[config.mk]
export PLATFORM = sky130hd
export DESIGN_NAME = tile_stream_merge
export DESIGN_NICKNAME = d
export VERILOG_FILES = /design/src/rtl/tile_stream_merge.sv
export SDC_FILE = /design/constraint.sdc
export NUM_CORES = 1
export LEC_CHECK = 0
export ABC_AREA = 1
export CORE_MARGIN = 2
export CORE_UTILIZATION = 45
export CTS_CLUSTER_DIAMETER = 50
export CTS_CLUSTER_SIZE = 30
export DETAILED_ROUTE_END_ITERATION = 8
export GPL_TIMING_DRIVEN = 0
export PLACE_DENSITY_LB_ADDON = 0.15
export SLEW_MARGIN = 20
export SYNTH_ARGS = -nofsm -noshare
export SYNTH_HDL_FRONTEND = slang
export SYNTH_SLANG_ARGS = --single-unit
export TNS_END_PERCENT = 10
[constraint.sdc]
create_clock -name clk_line -period 4.7 [get_ports clk_line]
set_clock_uncertainty 0.1 [all_clocks]
set_input_delay 0.94 -clock clk_line [delete_from_list [all_inputs] [get_ports clk_line]]
set_output_delay 0.94 -clock clk_line [all_outputs]
set_load 0.05 [all_outputs]
[src/rtl/tile_stream_merge.sv]
// Round-robin merge of NUM_CH AXI-Stream inputs into one output stream.
// Whole packets are forwarded without interleaving; the source channel is
// reported on TID and completed packets are counted per channel.
module tile_stream_merge #(
  parameter int unsigned BW     = 32,
  parameter int unsigned BWB    = BW / 8,
  parameter int unsigned NUM_CH = 4,
  parameter int unsigned CNT_W  = 16,
  localparam int unsigned ID_W  = (NUM_CH > 1) ? $clog2(NUM_CH) : 1
) (
  input  logic                    clk_line,
  input  logic                    clk_line_rst_high,
  input  logic [NUM_CH-1:0]       stream_in_TVALID,
  input  logic [NUM_CH*BW-1:0]    stream_in_TDATA,
  input  logic [NUM_CH*BWB-1:0]   stream_in_TKEEP,
  input  logic [NUM_CH-1:0]       stream_in_TLAST,
  output logic [NUM_CH-1:0]       stream_in_TREADY,
  output logic                    stream_out_TVALID,
  input  logic                    stream_out_TREADY,
  output logic [BW-1:0]           stream_out_TDATA,
  output logic [BWB-1:0]          stream_out_TKEEP,
  output logic                    stream_out_TLAST,
  output logic [ID_W-1:0]         stream_out_TID,
  input  logic [NUM_CH-1:0]       ch_enable,
  input  logic                    cnt_clear,
  output logic [NUM_CH*CNT_W-1:0] pkt_count
);

  typedef enum logic {ST_IDLE, ST_LOCK} state_t;

  state_t            state_q;
  logic [ID_W-1:0]   gnt_q;
  logic [ID_W-1:0]   last_q;
  logic              out_valid_q;
  logic [BW-1:0]     out_data_q;
  logic [BWB-1:0]    out_keep_q;
  logic              out_last_q;
  logic [ID_W-1:0]   out_tid_q;
  logic [CNT_W-1:0]  cnt_q [NUM_CH];
  logic [CNT_W-1:0]  cnt_d [NUM_CH];

  logic [BW-1:0]     in_data [NUM_CH];
  logic [BWB-1:0]    in_keep [NUM_CH];
  logic [NUM_CH-1:0] req;
  logic              arb_found;
  logic [ID_W-1:0]   arb_pick;
  logic              out_free;
  logic              accept;
  logic              accept_last;
  logic [NUM_CH-1:0] in_ready;

  // Per-channel views of the flattened input buses and counter outputs
  for (genvar i = 0; i < NUM_CH; i++) begin : g_ch
    assign in_data[i] = stream_in_TDATA[i*BW +: BW];
    assign in_keep[i] = stream_in_TKEEP[i*BWB +: BWB];
    assign pkt_count[i*CNT_W +: CNT_W] = cnt_q[i];
  end

  assign req         = stream_in_TVALID & ch_enable;
  assign out_free    = !out_valid_q || stream_out_TREADY;
  assign accept      = (state_q == ST_LOCK) && stream_in_TVALID[gnt_q] && out_free;
  assign accept_last = accept && stream_in_TLAST[gnt_q];

  // Round-robin search starting one past the last completed channel
  always_comb begin
    int unsigned idx;
    idx       = 0;
    arb_found = 1'b0;
    arb_pick  = '0;
    for (int unsigned k = 1; k <= NUM_CH; k++) begin
      idx = (32'(last_q) + k) % NUM_CH;
      if (!arb_found && req[ID_W'(idx)]) begin
        arb_found = 1'b1;
        arb_pick  = ID_W'(idx);
      end
    end
  end

  // Only the granted channel sees ready, and only while locked
  always_comb begin
    in_ready = '0;
    if (state_q == ST_LOCK) begin
      in_ready[gnt_q] = out_free;
    end
  end

  assign stream_in_TREADY = in_ready;

  // Arbitration FSM and output beat register
  always_ff @(posedge clk_line or posedge clk_line_rst_high) begin
    if (clk_line_rst_high) begin
      state_q     <= ST_IDLE;
      gnt_q       <= '0;
      last_q      <= ID_W'(NUM_CH - 1);
      out_valid_q <= 1'b0;
      out_data_q  <= '0;
      out_keep_q  <= '0;
      out_last_q  <= 1'b0;
      out_tid_q   <= '0;
    end else begin
      case (state_q)
        ST_IDLE: begin
          if (arb_found) begin
            gnt_q   <= arb_pick;
            state_q <= ST_LOCK;
          end
        end
        ST_LOCK: begin
          if (accept_last) begin
            last_q  <= gnt_q;
            state_q <= ST_IDLE;
          end
        end
        default: state_q <= ST_IDLE;
      endcase

      if (accept) begin
        out_valid_q <= 1'b1;
        out_data_q  <= in_data[gnt_q];
        out_keep_q  <= in_keep[gnt_q];
        out_last_q  <= stream_in_TLAST[gnt_q];
        out_tid_q   <= gnt_q;
      end else if (out_valid_q && stream_out_TREADY) begin
        out_valid_q <= 1'b0;
      end
    end
  end

  assign stream_out_TVALID = out_valid_q;
  assign stream_out_TDATA  = out_data_q;
  assign stream_out_TKEEP  = out_keep_q;
  assign stream_out_TLAST  = out_last_q;
  assign stream_out_TID    = out_tid_q;

  // Saturating packet counters; clear takes priority over increment
  always_comb begin
    for (int i = 0; i < NUM_CH; i++) begin
      cnt_d[i] = cnt_q[i];
      if (cnt_clear) begin
        cnt_d[i] = '0;
      end else if (accept_last && (gnt_q == ID_W'(i)) && (cnt_q[i] != '1)) begin
        cnt_d[i] = cnt_q[i] + CNT_W'(1);
      end
    end
  end

  // Packet counter registers
  always_ff @(posedge clk_line or posedge clk_line_rst_high) begin
    if (clk_line_rst_high) begin
      for (int i = 0; i < NUM_CH; i++) begin
        cnt_q[i] <= '0;
      end
    end else begin
      for (int i = 0; i < NUM_CH; i++) begin
        cnt_q[i] <= cnt_d[i];
      end
    end
  end

endmodule
==> summary by stage, run 1 <==
Global routing
The most congested layer reported by global routing is met2. The initial antenna violation count is 0. For this run, the total global-route usage over all layers was measured as between 20 and 30%.

Global routing consumed, on the met3 layer, between 6 and 7% of the routing resources. The first global-routing pass estimated about 37000 um of wire. In the global route stage, met2 resource usage came out at 49.80%. The via count of the first global-routing pass is ~7100. The met1 track utilization from global routing is between 30% and 40%. After global routing the overflow that remains totals 0.

Entering global routing, the biggest net connects 63 pins.

Worst setup path
The start-to-end type of the worst setup path is input pin to output pin. The worst setup path is captured at an output pin. The peak fanout along the critical path is 5. The startpoint class of the critical path is an input pin. At the worst endpoint, the required time is ~3.7 ns. The endpoint arrival time on the critical path is between 2 and 3 ns.

Clock network
After clock tree synthesis, the clock-pin slew on the worst setup and hold paths is 0.07 ns. The clock sink count is approximately 110. The later pin in the worst-skew pair is clocked with a latency of around 0.35 ns. TritonCTS built the clock tree. The number of clock buffers inserted by TritonCTS is 9. Buffers inserted to repair hold after CTS numbered 0. The H-tree was split into 3 levels. After clock tree synthesis, the repair step resized 0 gates. No sink is reached through more buffers than the 2 on the longest clock path. The tree is rooted in a sky130_fd_sc_hd__clkbuf_16.

The count of buffers added by post-CTS timing repair for setup is 0.

Yosys
The gate count after technology mapping is 936. The proportion of synthesized chip area in sequential cells is 39.67%. The synthesized netlist occupies a cell area of between 6000 and 7000 um^2. The synthesis warning total is 0. The number of distinct library cells after synthesis is 29.

Each instance of the synthesized netlist takes up on average ~7.4 um^2. After synthesis the netlist holds a flip-flop and latch count of ~110. Synthesis produced a netlist with a net count of 1100.

Floorplan
The floorplan step defined a die boundary enclosing ~16000 um^2. The x dimension of the die is approximately 130 um. The height of the chip is 127.7 um. The starting density of the core is 45.61%.

After floorplanning, the core was sized to cover about 15000 um^2. The number of top-level pins is 268. The floorplan has between 40 and 50 rows.

Timing
The count of pins over their slew limit is 0. For this run, the top clock speed supported by timing is 250.0 MHz. The number of failing hold endpoints at the final stage is 0.

Setup repair after global routing left no endpoint under its margin. In this run the tightest slew margin relative to its limit is roughly 58%. The transition at the pin with the smallest max-transition slack is roughly 0.63 ns.

Counting I/O delays and the setup requirement, the final critical path takes about 4 ns. The final worst-path cycle share is between 80% and 90%. Across all setup checks in the final design, the least slack found is between 0.6 and 0.7 ns.

Setup violations remaining at the end of the flow were counted as 0.

Routing
After detailed routing, the number of vias per cell comes to 5.357. After the first detailed-routing iteration, the DRC count stood at approximately 480. The DRC violation count after routing is 0. The wire length after detailed routing is roughly 24000 um. The residual antenna-violating net count after detailed routing is 0. The total number of vias is roughly 7500. The wire length per cell after detailed routing is 16.85 um.

Before antenna repair, the detailed router went through 5 iterations.

Run
The max capacitance violation total is 0.

Cells and area
From synthesis to final layout, the design area changed by 46.96%. At the end of the flow, the number of nets in the layout was between 1000 and 1500. Measured on the finished design, the core utilization comes to between 60% and 70%.

The antenna cell count is 0. The library cell used most frequently in the layout, excluding fill and tap cells, is sky130_fd_sc_hd__nand2_1. The library cells used most frequently in the layout, excluding fill and tap cells, are 303 x sky130_fd_sc_hd__nand2_1, 266 x sky130_fd_sc_hd__clkdlybuf4s50_1, 138 x sky130_fd_sc_hd__nor2_1. The area of all placed cells without fillers is ~10000 um^2. The fraction of final layout cells sized beyond drive strength 1 is 4.922%.

Placement
Routability-driven placement finished with a final weighted congestion of roughly 0.94. Timing analysis after detailed placement gives a worst setup slack of a little under 0.8 ns. After legalization and detailed placement, the total HPWL measured around 18000 um. The total cell area at the placement stage is between 9000 and 10000 um^2. The number of buffers inserted by port buffering is 266.

Power
The static leakage is ~4.3 nW. Overall power consumption after layout is estimated at 4.659 mW. The maximum vdd drop is a little over 0.4 mV. Dividing total power by cell area gives a power density of 460.7 nW/um^2.

Worst hold path
The path class of the tightest hold or removal check is flop to flop.

Run status
The run finished with clean final reports.
-- where the power goes --
part	total [mW]	internal, mW	switching [mW]	leakage [nW]
Combinational	2.60	0.872	1.72	2.76
Sequential	1.27	1.15	0.125	1.40
Clock	0.790	0.430	0.361	0.142
Total	4.66	2.45	2.21	4.31
-- metrics by stage --
stage | TNS, ns | hold slack, ns | instances
floorplan | 0 | 0.3719 | 936
global placement | -104.89 | 0.3765 | 1390
detailed placement | 0 | 0.3824 | 1391
CTS | 0 | 0.4011 | 1407
global route | 0 | 0.4293 | 1407
finish | 0 | 0.3928 | 1407
-- critical path, stage by stage --
cell and delay (ns):
sky130_fd_sc_hd__clkdlybuf4s50_1 0.45, sky130_fd_sc_hd__nor2_1 0.04, sky130_fd_sc_hd__inv_1 0.09, sky130_fd_sc_hd__nand2_1 0.20, sky130_fd_sc_hd__nor3_1 0.35, sky130_fd_sc_hd__clkdlybuf4s50_1 0.88
-- state kept, by name (all words and copies together) (netlist names) --
name	count
pkt_count	64
stream_out_TDATA	32
stream_out_TKEEP	4
gnt_q	2
last_q	2
stream_out_TID	2
state_q	1
stream_out_TLAST	1
stream_out_TVALID	1
-- synth_stat cells (all sizes together) --
library cell | instances | area, um^2
nand4 | 23 | 195.2
a41oi | 36 | 315.3
o21ai | 6 | 30.03
nand2 | 308 | 1174
clkinv | 1 | 3.750
xor2 | 38 | 332.8
inv | 40 | 150.1
nand3b | 9 | 67.56
dfstp | 2 | 52.55
nor2 | 143 | 576.8
xnor2 | 15 | 131.4
a22oi | 36 | 270.3
a21oi | 2 | 10.01
dfrtp | 107 | 2678
nor3 | 13 | 65.06
ha | 4 | 50.05
buf | 27 | 176.4
clkbuf | 21 | 78.83
nand3 | 105 | 525.5
-- final timing paths --
check	cells after the start	slack, ns	endpoint	start
max	6	0.70	stream_in_TREADY[2]	stream_out_TREADY
max reg2reg	9	2.42	pkt_count[18]$_DFFE_PP0P_	pkt_count[16]$_DFFE_PP0P_
max in group asynchronous	3	2.89	pkt_count[55]$_DFFE_PP0P_	clk_line_rst_high
min in group asynchronous	2	0.95	stream_out_TDATA[24]$_DFFE_PP0P_	clk_line_rst_high
min reg2reg	2	0.39	stream_out_TID[0]$_DFFE_PP0P_	stream_out_TID[0]$_DFFE_PP0P_
min	2	0.39	stream_out_TID[0]$_DFFE_PP0P_	stream_out_TID[0]$_DFFE_PP0P_
-- kinds of logic (layout without fill, tap and decap cells) --
family	count (synthesis)	in the layout	synth area share [%]
adders and majority gates	4	4	0.7272
buffers and inverters	89	372	5.944
and+or+nand+nor	601	601	37.83
AOI/OAI and AO/OA	80	80	9.089
xor gates and xnor gates	53	53	6.744
DFF	109	109	39.67
-- layer usage --
layer  vias up  part of all wire [%]
met5         -                     0
met4         0                   2.3
met3        32                   6.6
met2       283                    50
met1      3540                    41
li1       3682                     -
-- cell type report --
class / count / area [um^2]
fill: 1315 / 4975
multi-input combinational: 738 / 3744
sequential: 109 / 2730
timing repair buffer: 267 / 2690
buffer: 48 / 255.2
clock buffer: 11 / 242.7
tap: 188 / 235.2
inverter: 41 / 158.9
clock inverter: 5 / 58.81
(Power assumes the default switching activity.)
==> inputs of run 2 (changes only) <==
- SKIP_CTS_REPAIR_TIMING: default -> 1
==> results of run 2 <==
No change in the layout: final DEF, timing and power equal those of run 1.
==> inputs of run 3 (changes only) <==
- CORE_UTILIZATION: 45 -> 25
- GPL_ROUTABILITY_DRIVEN: default -> 0
==> summary by stage, run 3 (same netlist as run 1, synthesis figures left out) <==
Cells and area
The final instance count without filler cells is 1560 (was 1407). The fraction of final layout cells sized beyond drive strength 1 is 5.004% (was 4.922%). The area of all placed cells without fillers is 10290 um^2 (was 10110 um^2). The final layout net count is 1378 (unchanged).

The antenna cell count is 0 (unchanged). Most frequent cells in the layout: 303 x sky130_fd_sc_hd__nand2_1, 266 x sky130_fd_sc_hd__clkdlybuf4s50_1, 138 x sky130_fd_sc_hd__nor2_1 (unchanged). The utilization after layout is 38.06% (was 67.03%). The most common cell after layout, fill and taps aside was sky130_fd_sc_hd__nand2_1 (unchanged). The relative area change from synthesis to final layout is 49.46% (was 46.96%).

The filler cell count in the final layout is 2869 (was 1315). The number of flip-flops in the largest register is 64 (unchanged).

Global routing
The pin count of the biggest net entering global routing is 65 (was 63). The overall track demand over capacity in global routing came to 18.54% (was 28.96%). The initial antenna violation count came to 1 (was 0). The leftover overflow at the end of global routing is 0 (unchanged). The via count of the first global-routing pass was 7255 (was 7078). The global-route wire length before repair is 41430 um (was 37250 um).

Run
The max capacitance violation total is 0 (unchanged).

Power
The switching part of the total was 48.47% (was 47.44%). The maximum vdd drop was 0.3057 mV (was 0.4129 mV). The fraction of power consumed by the clock network is 16.7% (was 17.0%).

The cell-internal power is 2.399 mW (was 2.449 mW). The power per unit of standard cell area is 452.6 nW/um^2 (was 460.7 nW/um^2). The fraction of power consumed by combinational cells is 55.8% (was 55.7%).

The static leakage is 4.304 nW (was 4.307 nW). The net switching power is 2.257 mW (was 2.210 mW). The sequential cell fraction of total power is 27.5% (was 27.3%).

Clock network
The clock tree from TritonCTS is yes (unchanged). The clock sink count came to 109 (unchanged). The maximum root-to-sink buffer count is 2 (unchanged). The cell at the root of the clock tree is sky130_fd_sc_hd__clkbuf_16 (unchanged). The number of clock buffers inserted by TritonCTS is 9 (unchanged). The source-to-sink clock delay at the later pin of the worst-skew pair was 0.36 ns (was 0.35 ns). The number of H-tree branching levels is 3 (unchanged). The clock edge transition at the registers on the reported setup and hold paths is 0.09 ns (was 0.07 ns).

Timing
Unrepaired setup endpoints after global routing: no (unchanged). The number of failing hold endpoints at the final stage was 0 (unchanged). The transition at the pin with the smallest max-transition slack is 0.6694 ns (was 0.6317 ns). The timing-limited maximum frequency is 257.9 MHz (was 250.0 MHz). The post-layout minimum cycle time is 3.878 ns (was 4.001 ns).

The worst max-slew margin expressed relative to the limit is 55.38% (was 57.76%). The count of pins over their slew limit is 0 (unchanged). The final-report setup violation count is 0 (unchanged).

The final worst-path cycle share is 82.50% (was 85.12%). The smallest setup slack after layout is 0.8223 ns (was 0.6993 ns). The sum of negative setup slack is 0 ns (unchanged).

Worst setup path
The startpoint class of the critical path is an input pin (unchanged). The data required time at the worst endpoint came to 3.66 ns (about the same). The start-to-end type of the worst setup path is input pin to output pin (unchanged).

The peak fanout along the critical path is 5 (unchanged). The endpoint kind of the worst setup timing path is an output pin (unchanged). The endpoint arrival time on the critical path is 2.84 ns (was 2.96 ns).

Floorplan
The area enclosed by the die boundary came to 28870 um^2 (was 16300 um^2). The placeable core region is 27030 um^2 (was 15090 um^2). The row count is 60 (was 45). The starting density of the core is 25.47% (was 45.61%). The height of the chip was 169.9 um (was 127.7 um). The number of top-level pins is 268 (unchanged). The x dimension of the die is 169.9 um (was 127.7 um).

Placement
The number of buffers inserted by port buffering came to 266 (unchanged). The half-perimeter wire length after placement is 21030 um (was 18330 um). The post-placement cell count came to 1544 (was 1391).

The post-place setup slack came to 0.8220 ns (was 0.7851 ns). The total cell area at the placement stage is 10000 um^2 (was 9813 um^2).

Routing
The total number of vias is 7394 (was 7537). The iteration count of the initial detailed-routing pass is 5 (unchanged). The wire length per cell after detailed routing is 17.18 um (was 16.85 um). The residual antenna-violating net count after detailed routing is 0 (unchanged).

The DRC violation count after routing is 0 (unchanged). The number of vias per cell after detailed routing was 4.740 (was 5.357). The count of routing violations after the opening detailed-route iteration is 429 (was 475).

The wire length after detailed routing is 26810 um (was 23710 um).

Run status
Run status: completed (unchanged).

Worst hold path
The worst hold path class is flop to flop (unchanged).
## run 3: path summary, 6_finish.rpt
path	startpoint	to	slack, ns	cells after the start
worst max-delay path	stream_out_TREADY	stream_in_TREADY[3]	0.82	6
worst min-delay path	stream_out_TLAST$_DFFE_PP0P_	stream_out_TLAST$_DFFE_PP0P_	0.39	2
worst max register to register	pkt_count[16]$_DFFE_PP0P_	pkt_count[24]$_DFFE_PP0P_	2.43	9
worst min register to register	stream_out_TLAST$_DFFE_PP0P_	stream_out_TLAST$_DFFE_PP0P_	0.39	2
max in group asynchronous	clk_line_rst_high	last_q[0]$_DFFE_PP1P_	2.86	3
min in group asynchronous	clk_line_rst_high	stream_out_TLAST$_DFFE_PP0P_	0.95	2
## run 3: area by class of cell
cell class	instances	area (um^2)	share of cell area [%]
inverter	41	158.9	1.545
timing repair buffer	267	2690	26.15
sequential	109	2730	26.54
tap	341	426.7	4.147
clock inverter	6	43.79	0.4257
buffer	48	255.2	2.481
multi-input combinational	738	3744	36.39
clock buffer	10	239.0	2.323
## run 3: critical path, stage by stage
cell and delay [ns]:
sky130_fd_sc_hd__clkdlybuf4s50_1 0.46, sky130_fd_sc_hd__nor2_1 0.04, sky130_fd_sc_hd__inv_1 0.08, sky130_fd_sc_hd__nand2_1 0.20, sky130_fd_sc_hd__nor2_1 0.26, sky130_fd_sc_hd__clkdlybuf4s50_1 0.86
## run 3: power by group through the flow
stage / sequential, mW / clock, mW / combinational [mW]
2_1_floorplan: 1.89 / 0 / 1.06
3_3_place_gp: 1.29 / 0 / 2.63
3_5_place_dp: 1.29 / 0 / 2.63
4_1_cts: 1.28 / 0.806 / 2.63
5_1_grt: 1.30 / 0.842 / 2.80
6_report: 1.28 / 0.778 / 2.60
## run 3: per-stage QoR
step,power (mW),hold WS [ns]
after floorplan,2.952,0.3719
after global placement,3.914,0.3680
after detailed placement,3.917,0.3778
after CTS,4.716,0.3985
after global routing,4.948,0.4387
final,4.656,0.3886
## run 3: per-layer routing
metal	share of wire (%)	global-route usage (%)	wire (um)
met1	42	22.70	11360
met2	49	32.03	13210
met3	6.5	4.884	1749
met4	1.8	5.351	484
met5	0	0	0
